### src/rtl/dmem_arb_pkg.sv
// Shared definitions for the data-memory arbiter: ownership states and port indices.
package dmem_arb_pkg;

    typedef enum logic [1:0] {
        IDLE,
        OWN_CPU,
        OWN_DMA
    } state_t;

    localparam int unsigned PORT_CPU = 0;
    localparam int unsigned PORT_DMA = 1;

endpackage

### src/rtl/dmem_arbiter.sv
// Burst-limited round-robin arbiter sharing one single-ported data memory
// between the CPU MEM stage and a DMA/loader port. Grants are combinational,
// read data returns registered one cycle after the grant.
module dmem_arbiter
    import dmem_arb_pkg::*;
#(
    parameter int unsigned ADDR_W    = 32,
    parameter int unsigned DATA_W    = 32,
    parameter int unsigned MAX_BURST = 4
) (
    input  logic              clk,
    input  logic              reset,
    input  logic              cpu_req,
    input  logic              cpu_we,
    input  logic [ADDR_W-1:0] cpu_addr,
    input  logic [DATA_W-1:0] cpu_wdata,
    output logic              cpu_gnt,
    output logic              cpu_stall,
    output logic              cpu_rvalid,
    output logic [DATA_W-1:0] cpu_rdata,
    input  logic              dma_req,
    input  logic              dma_we,
    input  logic [ADDR_W-1:0] dma_addr,
    input  logic [DATA_W-1:0] dma_wdata,
    output logic              dma_gnt,
    output logic              dma_rvalid,
    output logic [DATA_W-1:0] dma_rdata,
    output logic              mem_we,
    output logic [ADDR_W-1:0] mem_addr,
    output logic [DATA_W-1:0] mem_wdata,
    input  logic [DATA_W-1:0] mem_rdata
);

    localparam int unsigned CNT_W = $clog2(MAX_BURST + 1);
    localparam logic [CNT_W-1:0] CNT_MAX = CNT_W'(MAX_BURST);

    state_t           state, state_nxt;
    logic [CNT_W-1:0] run_cnt, run_nxt;
    logic [1:0]       gnt;

    // Ownership state and consecutive-grant counter.
    always_ff @(posedge clk) begin
        if (reset) begin
            state   <= IDLE;
            run_cnt <= '0;
        end else begin
            state   <= state_nxt;
            run_cnt <= run_nxt;
        end
    end

    // Grant selection, owner/run update and memory-side mux.
    always_comb begin
        gnt       = '0;
        state_nxt = state;
        run_nxt   = run_cnt;
        mem_we    = 1'b0;
        mem_addr  = '0;
        mem_wdata = '0;

        // Grants are held off while reset is asserted.
        if (!reset) begin
            if (cpu_req && dma_req) begin
                case (state)
                    OWN_CPU: begin
                        if (run_cnt < CNT_MAX) gnt[PORT_CPU] = 1'b1;
                        else                   gnt[PORT_DMA] = 1'b1;
                    end
                    OWN_DMA: begin
                        if (run_cnt < CNT_MAX) gnt[PORT_DMA] = 1'b1;
                        else                   gnt[PORT_CPU] = 1'b1;
                    end
                    default: gnt[PORT_CPU] = 1'b1;
                endcase
            end else begin
                gnt[PORT_CPU] = cpu_req;
                gnt[PORT_DMA] = dma_req;
            end
        end

        if (gnt == '0) begin
            state_nxt = IDLE;
            run_nxt   = '0;
        end else if (gnt[PORT_CPU]) begin
            if (state == OWN_CPU) begin
                if (run_cnt != CNT_MAX) run_nxt = run_cnt + CNT_W'(1);
            end else begin
                state_nxt = OWN_CPU;
                run_nxt   = CNT_W'(1);
            end
            mem_we    = cpu_we;
            mem_addr  = cpu_addr;
            mem_wdata = cpu_wdata;
        end else begin
            if (state == OWN_DMA) begin
                if (run_cnt != CNT_MAX) run_nxt = run_cnt + CNT_W'(1);
            end else begin
                state_nxt = OWN_DMA;
                run_nxt   = CNT_W'(1);
            end
            mem_we    = dma_we;
            mem_addr  = dma_addr;
            mem_wdata = dma_wdata;
        end
    end

    assign cpu_gnt   = gnt[PORT_CPU];
    assign dma_gnt   = gnt[PORT_DMA];
    assign cpu_stall = cpu_req & ~cpu_gnt;

    // CPU read-return slice: capture memory data on a granted read.
    always_ff @(posedge clk) begin
        if (reset) begin
            cpu_rvalid <= 1'b0;
            cpu_rdata  <= '0;
        end else begin
            cpu_rvalid <= cpu_gnt & ~cpu_we;
            if (cpu_gnt && !cpu_we) cpu_rdata <= mem_rdata;
        end
    end

    // DMA read-return slice: capture memory data on a granted read.
    always_ff @(posedge clk) begin
        if (reset) begin
            dma_rvalid <= 1'b0;
            dma_rdata  <= '0;
        end else begin
            dma_rvalid <= dma_gnt & ~dma_we;
            if (dma_gnt && !dma_we) dma_rdata <= mem_rdata;
        end
    end

endmodule

### config.mk
export PLATFORM = sky130hd
export DESIGN_NAME = dmem_arbiter
export DESIGN_NICKNAME = d
export VERILOG_FILES = /design/src/rtl/dmem_arb_pkg.sv /design/src/rtl/dmem_arbiter.sv
export SDC_FILE = /design/constraint.sdc
export NUM_CORES = 1
export LEC_CHECK = 0
export BUFFER_PORTS_ARGS = -buffer_cell sky130_fd_sc_hd__buf_2
export CORE_AREA = 3 3 115 117
export DETAILED_ROUTE_END_ITERATION = 7
export DIE_AREA = 0 0 118 120
export HOLD_SLACK_MARGIN = 0.06
export PLACE_DENSITY = 0.58
export SYNTH_ARGS = -nofsm -noshare
export SYNTH_HDL_FRONTEND = slang
export SYNTH_SLANG_ARGS = --single-unit
### constraint.sdc
create_clock -name clk -period 4 [get_ports clk]
set_input_delay 0.2 -clock clk [delete_from_list [all_inputs] [get_ports clk]]
set_output_delay 0.2 -clock clk [all_outputs]
set_load 0.05 [all_outputs]
# --- Word-level counts from Yosys, hierarchy flattened ---
# Cells that the tools add are included.
classes:
  n_addsub: 1
  n_reduce_logical: 8
  mux: 19
  magnitude_cmp: 1
  n_eq_ne: 5
  bitwise_logic: 6
ops:
  columns: ["cell", "n"]
  rows:
  - ["32-bit two-way mux", 4]
  - ["3-bit two-way mux", 4]
  - ["2-bit two-way mux", 5]
  - ["1-bit two-way mux", 4]
  - ["2-bit != test (second input constant)", 2]
  - ["1-bit one-hot mux with 2 select lines", 2]
  - ["3-bit by 1-bit adder with 3-bit output (second input constant)", 1]
  - ["1-bit AND", 3]
  - ["1-bit logical AND", 3]
  - ["3-bit less-than comparator (second input constant)", 1]
  - ["3-bit != test (second input constant)", 1]
  - ["1-bit NOT", 3]
  - ["2-bit by 1-bit equality test with 1-bit output (second input constant)", 1]
  - ["2-bit equality test (second input constant)", 1]
  - ["1-bit zero test", 2]
  - ["2-bit zero test", 1]
  - ["2-bit AND reduction", 1]
  - ["2-bit OR reduction", 1]
word_totals:
  register_bits: 71
  word_cells: 46
  in_bits: 166

# --- Logic depth before layout (Yosys ltp) ---
# Gate-level depths: netlist of run 1.
depth:
  depth_word: 7
  ltp_mapped: 8

# --- Worst setup path after synthesis of run 1 ---
# Ideal clock, no wire load.
synth_timing:
  path_type: "reg2out"
  from: "register state[1]"
  to: "output mem_addr[0]"
  path_buffers: 2
  setup_slack_ps: 1552
  arrival_ps: 2248
  stages_incl_launch_ff: 9
  t_required_ps: 3800
  cell_sequence: "dfxtp_1 > inv_1 > ha_1 > mux2i_1 > a21oi_2 > nor2b_2 > buf_4 > buf_4 > a22o_1"
synth_via:
  elab_chain_cells: 6
  elab_cells_between_ends: 9
  classes_between: "eq/ne: 2; mux: 6; reduce/logical: 1"
synth_rtl:
  columns: ["element", "line", "rtl"]
  rows:
  - ["start, declared", "dmem_arbiter.sv:37", "state_t state, state_nxt;"]
  - ["start signal, assigned", "dmem_arbiter.sv:47", "state <= state_nxt;"]
  - ["2-bit equality test or 2-bit by 1-bit equality test with 1-bit output (tied branches)", "dmem_arbiter.sv:64", "case (state)"]
  - ["1-bit one-hot mux with 2 select lines (*)", "dmem_arbiter.sv:64", null]
  - ["2-bit two-way mux (*)", "dmem_arbiter.sv:63", "if (cpu_req && dma_req) begin"]
  - ["2-bit two-way mux (*)", "dmem_arbiter.sv:62", "if (!reset) begin"]
  - ["net dma_gnt", "dmem_arbiter.sv:25", "output logic dma_gnt,"]
  - ["2-bit zero test (*)", "dmem_arbiter.sv:81", "if (gnt == '0) begin"]
  - ["32-bit two-way mux (*)", "dmem_arbiter.sv:81", null]
  - ["end, declared", "dmem_arbiter.sv:29", "output logic [ADDR_W-1:0] mem_addr,"]
# Mark *: on every way through the listed nets, which the timed path passes. The rest lies on a longest branch.

# --- Worst setup path in the final report of run 1 ---
layout_timing:
  from: "register state[0]"
  to: "output mem_addr[31]"
layout_via:
  elab_chain_cells: 6
  elab_cells_between_ends: 9
  classes_between: "eq/ne: 2; mux: 6; reduce/logical: 1"
layout_rtl:
  columns: ["element", "line"]
  rows:
  - ["2-bit equality test or 2-bit by 1-bit equality test with 1-bit output (tied branches)", "dmem_arbiter.sv:64"]
  - ["1-bit one-hot mux with 2 select lines", "dmem_arbiter.sv:64"]
  - ["2-bit two-way mux (*)", "dmem_arbiter.sv:63"]
  - ["2-bit two-way mux (*)", "dmem_arbiter.sv:62"]
  - ["32-bit two-way mux or 2-bit zero test (tied branches)", "dmem_arbiter.sv:84, dmem_arbiter.sv:81"]
  - ["32-bit two-way mux (*)", "dmem_arbiter.sv:81"]
# Mark *: on every way between the ends. The rest lies on a longest branch, timed or not.

==> results of run 1 <==
layer usage:
metal,routed length (um),vias to the layer above,track usage [%]
li1,-,1960,-
met1,6926,1967,28.17
met2,8791,204,40.96
met3,1412,10,6.032
met4,40,8,4.469
met5,41,-,0
final cells by class:
class / count / area, um2
fill: 1345 / 7308
sequential: 71 / 1421
clock buffer: 10 / 229.0
antenna: 1 / 2.502
tap: 172 / 215.2
clock inverter: 5 / 106.4
timing repair buffer: 303 / 1526
multi-input combinational: 290 / 1627
inverter: 8 / 30.03
stage by stage:
stage / area (um2) / hold slack, ns / utilization (%) / setup slack (ns)
after global routing: 5157 / 0.1196 / 41.37 / 0.8759
after global placement: 4820 / 0.4403 / 38.66 / 1.421
after CTS: 5155 / 0.1106 / 41.35 / 1.015
after detailed placement: 4820 / 0.4439 / 38.66 / 1.373
after floorplan: 3238 / 0.3360 / - / 1.552
final: 5157 / 0.1253 / 41.37 / 1.028
power groups by stage:
stage | Clock [mW] | Combinational (mW) | Sequential [mW]
2_1_floorplan | 0 | 0.285 | 0.822
3_3_place_gp | 0 | 0.546 | 0.754
3_5_place_dp | 0 | 0.548 | 0.755
4_1_cts | 0.929 | 0.550 | 0.740
5_1_grt | 0.962 | 0.576 | 0.742
6_report | 0.909 | 0.548 | 0.740
cells in the mapped netlist, types with 2 or more instances:
master                     number
sky130_fd_sc_hd__ha_1           4
sky130_fd_sc_hd__mux2i_1        4
sky130_fd_sc_hd__o21ai_1        2
sky130_fd_sc_hd__buf_2          9
sky130_fd_sc_hd__inv_1          6
sky130_fd_sc_hd__a21oi_1       66
sky130_fd_sc_hd__nor2b_1        3
sky130_fd_sc_hd__buf_4          8
sky130_fd_sc_hd__nand2_1      130
sky130_fd_sc_hd__a22o_1        65
sky130_fd_sc_hd__dfxtp_1       71
sky130_fd_sc_hd__clkbuf_1      16
sky130_fd_sc_hd__nor2_1         4
sky130_fd_sc_hd__nand2b_1       2
sky130_fd_sc_hd__inv_2          2
logic make-up after synthesis:
kind of cell,share of synthesized area [%]
AO/OA/AOI/OAI,30.10
XOR/XNOR,0.2705
adder cells (fa/ha/maj),1.546
buffers and inverters,6.028
flip-flops,43.89
multiplexers,1.237
AND/OR/NAND/NOR,16.92
worst max-delay path, cell delays in order (launching register included):
cell	delay (ns)
sky130_fd_sc_hd__dfxtp_1	0.36
sky130_fd_sc_hd__inv_1	0.06
sky130_fd_sc_hd__ha_1	0.22
sky130_fd_sc_hd__mux2i_1	0.35
sky130_fd_sc_hd__a21oi_4	0.12
sky130_fd_sc_hd__nor2b_4	0.11
sky130_fd_sc_hd__buf_4	0.53
sky130_fd_sc_hd__a22o_1	0.36
sky130_fd_sc_hd__buf_2	0.31
worst min path at each step:
| stage | to | slack [ns] | start |
|---|---|---|---|
| after floorplan | cpu_rdata[10]$_SDFFE_PP0P_ | 0.34 | mem_rdata[10] |
| after global placement | dma_rdata[8]$_SDFFE_PP0P_ | 0.44 | dma_rdata[8]$_SDFFE_PP0P_ |
| after detailed placement | cpu_rdata[27]$_SDFFE_PP0P_ | 0.44 | cpu_rdata[27]$_SDFFE_PP0P_ |
| after CTS | cpu_rdata[28]$_SDFFE_PP0P_ | 0.11 | mem_rdata[28] |
| after global routing | dma_rdata[13]$_SDFFE_PP0P_ | 0.12 | mem_rdata[13] |
| final | dma_rdata[12]$_SDFFE_PP0P_ | 0.13 | mem_rdata[12] |
sequential cells by signal (all words and copies together) (netlist names):
signal,cells
run_cnt,3
cpu_rvalid,1
state,2
dma_rvalid,1
cpu_rdata,32
dma_rdata,32
==> results_dict.tcl, run 1 <==
set metrics [dict create \
    setup_viol 0 \
    worst-slew-pin-transition_ns 0.7386 \
    grt_pass1_wl_mm 24.81 \
    fraction_of_layout_cells_with_a_size_suffix_above_1_pct 47.02 \
    cap_viol_max_count 0 \
    avgSynthCellArea_um2 8.055 \
    ctsResizeCount 0 \
    placeableCoreArea_mm2 0.01247 \
    worstSetupPathType "register to output pin" \
    critical_path.startpoint_type "register" \
    number_of_vias_per_cell 4.824 \
    pwr_density_cell_mw_per_mm2 425.9 \
    area_delta_synth_final_pct 59.27 \
    cts.hold.buffers_added 0 \
    grt_antenna_before_repair 5 \
    setup_total_negative_slack_ns 0 \
    area_share_of_the_largest_cell_type_after_synthesis_pct 43.89 \
    detailedRoute.firstPassIterationCount 4 \
    clkSlewWorstSetupHoldPaths_ns 0.06 \
    netSwitchingPower_mw 0.7049 \
    max-slew-margin-rel_pct 50.76 \
    asyncSetResetFlopFracSynth_pct 0 \
    skew_ns 0.007964 \
    path_max_fanout 66 \
    insertion_delay_ns 0.32 \
    synth_edf_count 0 \
    max-clock-path-buffers 2 \
    place.gp.congestion 0.9856 \
    yosysUniqueCellTypes 25 \
    routed_wire_length_per_instance_um 20.01 \
    worst_hold_path.num_cells 3 \
    grt.overflow.total 0 \
    worstReg2RegStart "state[0]$_SDFFE_PP0P_" \
    combPwrFrac_pct 25.0 \
    route.detailed.drc 0 \
    grt_use_total_pct 23.02 \
    reg2reg_setup_slack_ns 1.58 \
    synth_top_cell_by_area "sky130_fd_sc_hd__dfxtp_1" \
    num_io_pins 300 \
    routed-via-count 4149 \
    required_ns 3.80 \
    rr_endpoint "cpu_rdata[13]$_SDFFE_PP0P_" \
    die_w_um 118 \
    timing.critical_path.from "state[0]$_SDFFE_PP0P_" \
    yosys_register_bits 71 \
    layout_commonest_cell "sky130_fd_sc_hd__buf_2" \
    worst_setup_path_endpoint "mem_addr[31]" \
    seq_power_share_pct 33.7 \
    netlist_instances 402 \
    floorplan.die_area_mm2 0.01416 \
    arrival_ns 2.77 \
    rsz0062_at_grt "no" \
    placed_cells_incl_taps 844 \
    cts.htree.levels 3 \
    pin_count_of_the_biggest_net_entering_global_routing 73 \
    nNetsFinal 853 \
    final-instance-count-excl-fill 860 \
    final_hold_viol_count 0 \
    port_buffers 299 \
    tritoncts "built" \
    period_share_pct 74.29 \
    grt_pass1_vias 3954 \
    cts_root_buffer "sky130_fd_sc_hd__clkbuf_16" \
    dr.first_iter.drc_count 229 \
    worst_setup_ep_type "output pin" \
    reg2regPathDepth 7 \
    max_clock_freq_mhz 336.5 \
    die_h_um 120 \
    initial_core_util_pct 25.98 \
    power.ir.vdd_worst_mv 0.2422 \
    route.final.wire_length_mm 17.21 \
    rows 41 \
    yosysWarningCount 0 \
    numCtsBuffers 9 \
    most_frequent_cells_in_the_layout "sky130_fd_sc_hd__buf_2, sky130_fd_sc_hd__nand2_1, sky130_fd_sc_hd__dfxtp_1" \
    cts.repair_timing.setup_buffer_count 0 \
    ant_nets 0 \
    ys_seq_area_share_pct 43.89 \
    p_clk_share_pct 41.4 \
    timing.final.max_slew_violations 0 \
    primary_flip_flop_cell_chosen_by_synthesis_mapping "sky130_fd_sc_hd__dfxtp_1" \
    fin_crit_ns 2.972 \
    outcome "finished, final reports clean" \
    timing.hold.worst.class "primary input to register" \
    total_clock_sinks 71 \
    intPower_mw 1.492 \
    p_leak_nw 2.595 \
    syn-num-nets 572 \
    dp_hpwl_mm 13.82 \
    power.total_mw 2.197 \
    synthesis.area_mm2 0.003238 \
    netlist_top_cells_area "sky130_fd_sc_hd__dfxtp_1, sky130_fd_sc_hd__a22o_1, sky130_fd_sc_hd__nand2_1" \
    p_sw_share_pct 32.09 \
]
Note: power is estimated with default switching activity, not from simulation.
==> inputs of run 2 (changes only) <==
--- a/config.mk
+++ b/config.mk
@@ -6,11 +6,11 @@
 export NUM_CORES = 1
 export LEC_CHECK = 0
 export BUFFER_PORTS_ARGS = -buffer_cell sky130_fd_sc_hd__buf_2
-export CORE_AREA = 3 3 115 117
+export CORE_AREA = 3 3 114 116
 export DETAILED_ROUTE_END_ITERATION = 7
-export DIE_AREA = 0 0 118 120
+export DIE_AREA = 0 0 117 119
 export HOLD_SLACK_MARGIN = 0.06
-export PLACE_DENSITY = 0.58
+export PLACE_DENSITY = 0.61
 export SYNTH_ARGS = -nofsm -noshare
 export SYNTH_HDL_FRONTEND = slang
 export SYNTH_SLANG_ARGS = --single-unit
==> constraint.sdc (replaced) <==
create_clock -name clk -period 2.5 [get_ports clk]
set_input_delay 0.125 -clock clk [delete_from_list [all_inputs] [get_ports clk]]
set_output_delay 0.125 -clock clk [all_outputs]
set_load 0.05 [all_outputs]
==> run 2 against run 1 <==
  * Largest cell class is now buffers
  * Non-clock buffer count rose by 38
  * Wire length rose by 17%
  * Sequential power rose by 59%
==> results_dict.tcl, run 2 (synthesized netlist as in run 1, its figures left out) <==
set metrics [dict create \
    rows 40 \
    routed_wire_length_per_instance_um 23.01 \
    dr.first_iter.drc_count 294 \
    die_w_um 117 \
    floorplan.die_area_mm2 0.01392 \
    layout_commonest_cell "sky130_fd_sc_hd__buf_2" \
    outcome "finished, final reports clean" \
    die_h_um 119 \
    skew_ns 0.004161 \
    max-slew-margin-rel_pct 53.91 \
    critical_path.startpoint_type "register" \
    timing.final.max_slew_violations 0 \
    slowest_delay_ns 0.35 \
    period_share_pct 96.59 \
    worstSetupPathType "register to output pin" \
    insertion_delay_ns 0.32 \
    routed-via-count 4455 \
    critical_path.cell_chain "inv_1 > ha_1 > mux2i_2 > a21oi_4 > nor2b_4 > buf_12 > a22o_1 > buf_2" \
    path_max_fanout 33 \
    number_of_vias_per_cell 5.097 \
    cap_viol_max_count 0 \
    route.final.wire_length_mm 20.11 \
    area_delta_synth_final_pct 77.32 \
    initial_core_util_pct 26.96 \
    arrival_ns 2.29 \
    timing.hold.worst.class "primary input to register" \
    cts_root_buffer "sky130_fd_sc_hd__clkbuf_16" \
    grt.overflow.total 0 \
    grt_antenna_before_repair 3 \
    pwr_density_cell_mw_per_mm2 600.2 \
    p_leak_nw 2.798 \
    grt_pass1_wl_mm 27.36 \
    dp_hpwl_mm 15.78 \
    grt_pass1_vias 4232 \
    route.detailed.drc 0 \
    grt_use_total_pct 27.12 \
    most_frequent_cells_in_the_layout "sky130_fd_sc_hd__buf_2, sky130_fd_sc_hd__nand2_1, sky130_fd_sc_hd__dfxtp_1" \
    layout_top_registers "cpu_rdata (32), dma_rdata (32), run_cnt (3)" \
    required_ns 2.38 \
    fin_crit_ns 2.415 \
    critPathTopFamily "buffers and inverters" \
    ant_nets 0 \
    max_clock_freq_mhz 414.1 \
    holdWs_ns 0.2115 \
    placeableCoreArea_mm2 0.01201 \
    clkSlewWorstSetupHoldPaths_ns 0.05 \
    critical_path.n_buffers_inverters 3 \
    worst-slew-pin-transition_ns 0.6913 \
    worst_setup_ep_type "output pin" \
    fillerInstances 1211 \
    detailedRoute.firstPassIterationCount 5 \
    cts.htree.levels 3 \
    nNetsFinal 891 \
    max-clock-path-buffers 2 \
    timing.final.ws_setup_ns 0.08524 \
    setup_viol 0 \
    port_buffers 299 \
    post-place-ws_ns 0.3013 \
    total_clock_sinks 71 \
    tritoncts "built" \
    final_hold_viol_count 0 \
    critical-path-slowest-cell "sky130_fd_sc_hd__dfxtp_1" \
    place.gp.congestion 0.9342 \
    fraction_of_layout_cells_with_a_size_suffix_above_1_pct 45.66 \
    power.ir.vdd_worst_mv 0.3763 \
    num_io_pins 300 \
    numCtsBuffers 9 \
    pin_count_of_the_biggest_net_entering_global_routing 66 \
]
run 2: final cells by class:
| cell class | count | area, um2 | area share [%] |
|---|---|---|---|
| timing repair buffer | 341 | 2176 | 37.90 |
| multi-input combinational | 290 | 1635 | 28.48 |
| sequential | 71 | 1421 | 24.75 |
| clock buffer | 12 | 246.5 | 4.293 |
| tap | 147 | 183.9 | 3.203 |
| clock inverter | 3 | 43.79 | 0.7627 |
| inverter | 8 | 30.03 | 0.5230 |
| antenna | 2 | 5.005 | 0.08716 |
run 2: final timing paths:
| kind | startpoint | end | slack (ns) | cells past startpoint |
|---|---|---|---|---|
| max | state[0]$_SDFFE_PP0P_ | mem_addr[14] | 0.09 | 8 |
| min | cpu_req | state[0]$_SDFFE_PP0P_ | 0.21 | 4 |
| max reg2reg | state[1]$_SDFFE_PP0P_ | cpu_rdata[16]$_SDFFE_PP0P_ | 0.48 | 7 |
| min reg2reg | cpu_rdata[20]$_SDFFE_PP0P_ | cpu_rdata[20]$_SDFFE_PP0P_ | 0.45 | 2 |
run 2: worst min-delay path: cells and delay by family:
family / cells / cell delay, ns
AND/OR/NAND/NOR: 2 / 0.14
buffers and inverters: 1 / 0.13
AO/OA/AOI/OAI: 1 / 0.09
run 2: what timing repair did:
action / 4_1_cts / 5_1_grt
gates resized for setup: 3 / 17
cloned: 0 / 1
setup endpoints to repair: 26 / 65
hold endpoints to repair: 60 / 0
setup buffers: 0 / 3
pin swaps: 0 / 1
hold buffers: 32 / 0
run 2: per-layer routing:
layer	global-route usage (%)	up-vias	wire length (um)
met5	0	-	34
met4	5.161	6	212
li1	-	2032	-
met2	45.38	283	9644
met1	34.60	2111	8265
met3	7.978	23	1952
run 2: per-stage QoR:
step                TNS [ns]  power, mW  util (%)  area, um2  std cells
global placement           0      2.146     41.84       5026        821
finish                     0      3.446     47.80       5742        874
CTS                        0      3.447     47.01       5647        868
floorplan                  0      1.771         -       3238        402
global route        -0.05174      3.566     47.76       5737        872
detailed placement         0      2.150     41.84       5026        821
run 2: where the power goes:
part | internal, mW | switching, mW | total [mW]
Sequential | 1.17 | 0.0176 | 1.18
Combinational | 0.345 | 0.664 | 1.01
Clock | 0.794 | 0.458 | 1.25
Total | 2.31 | 1.14 | 3.45
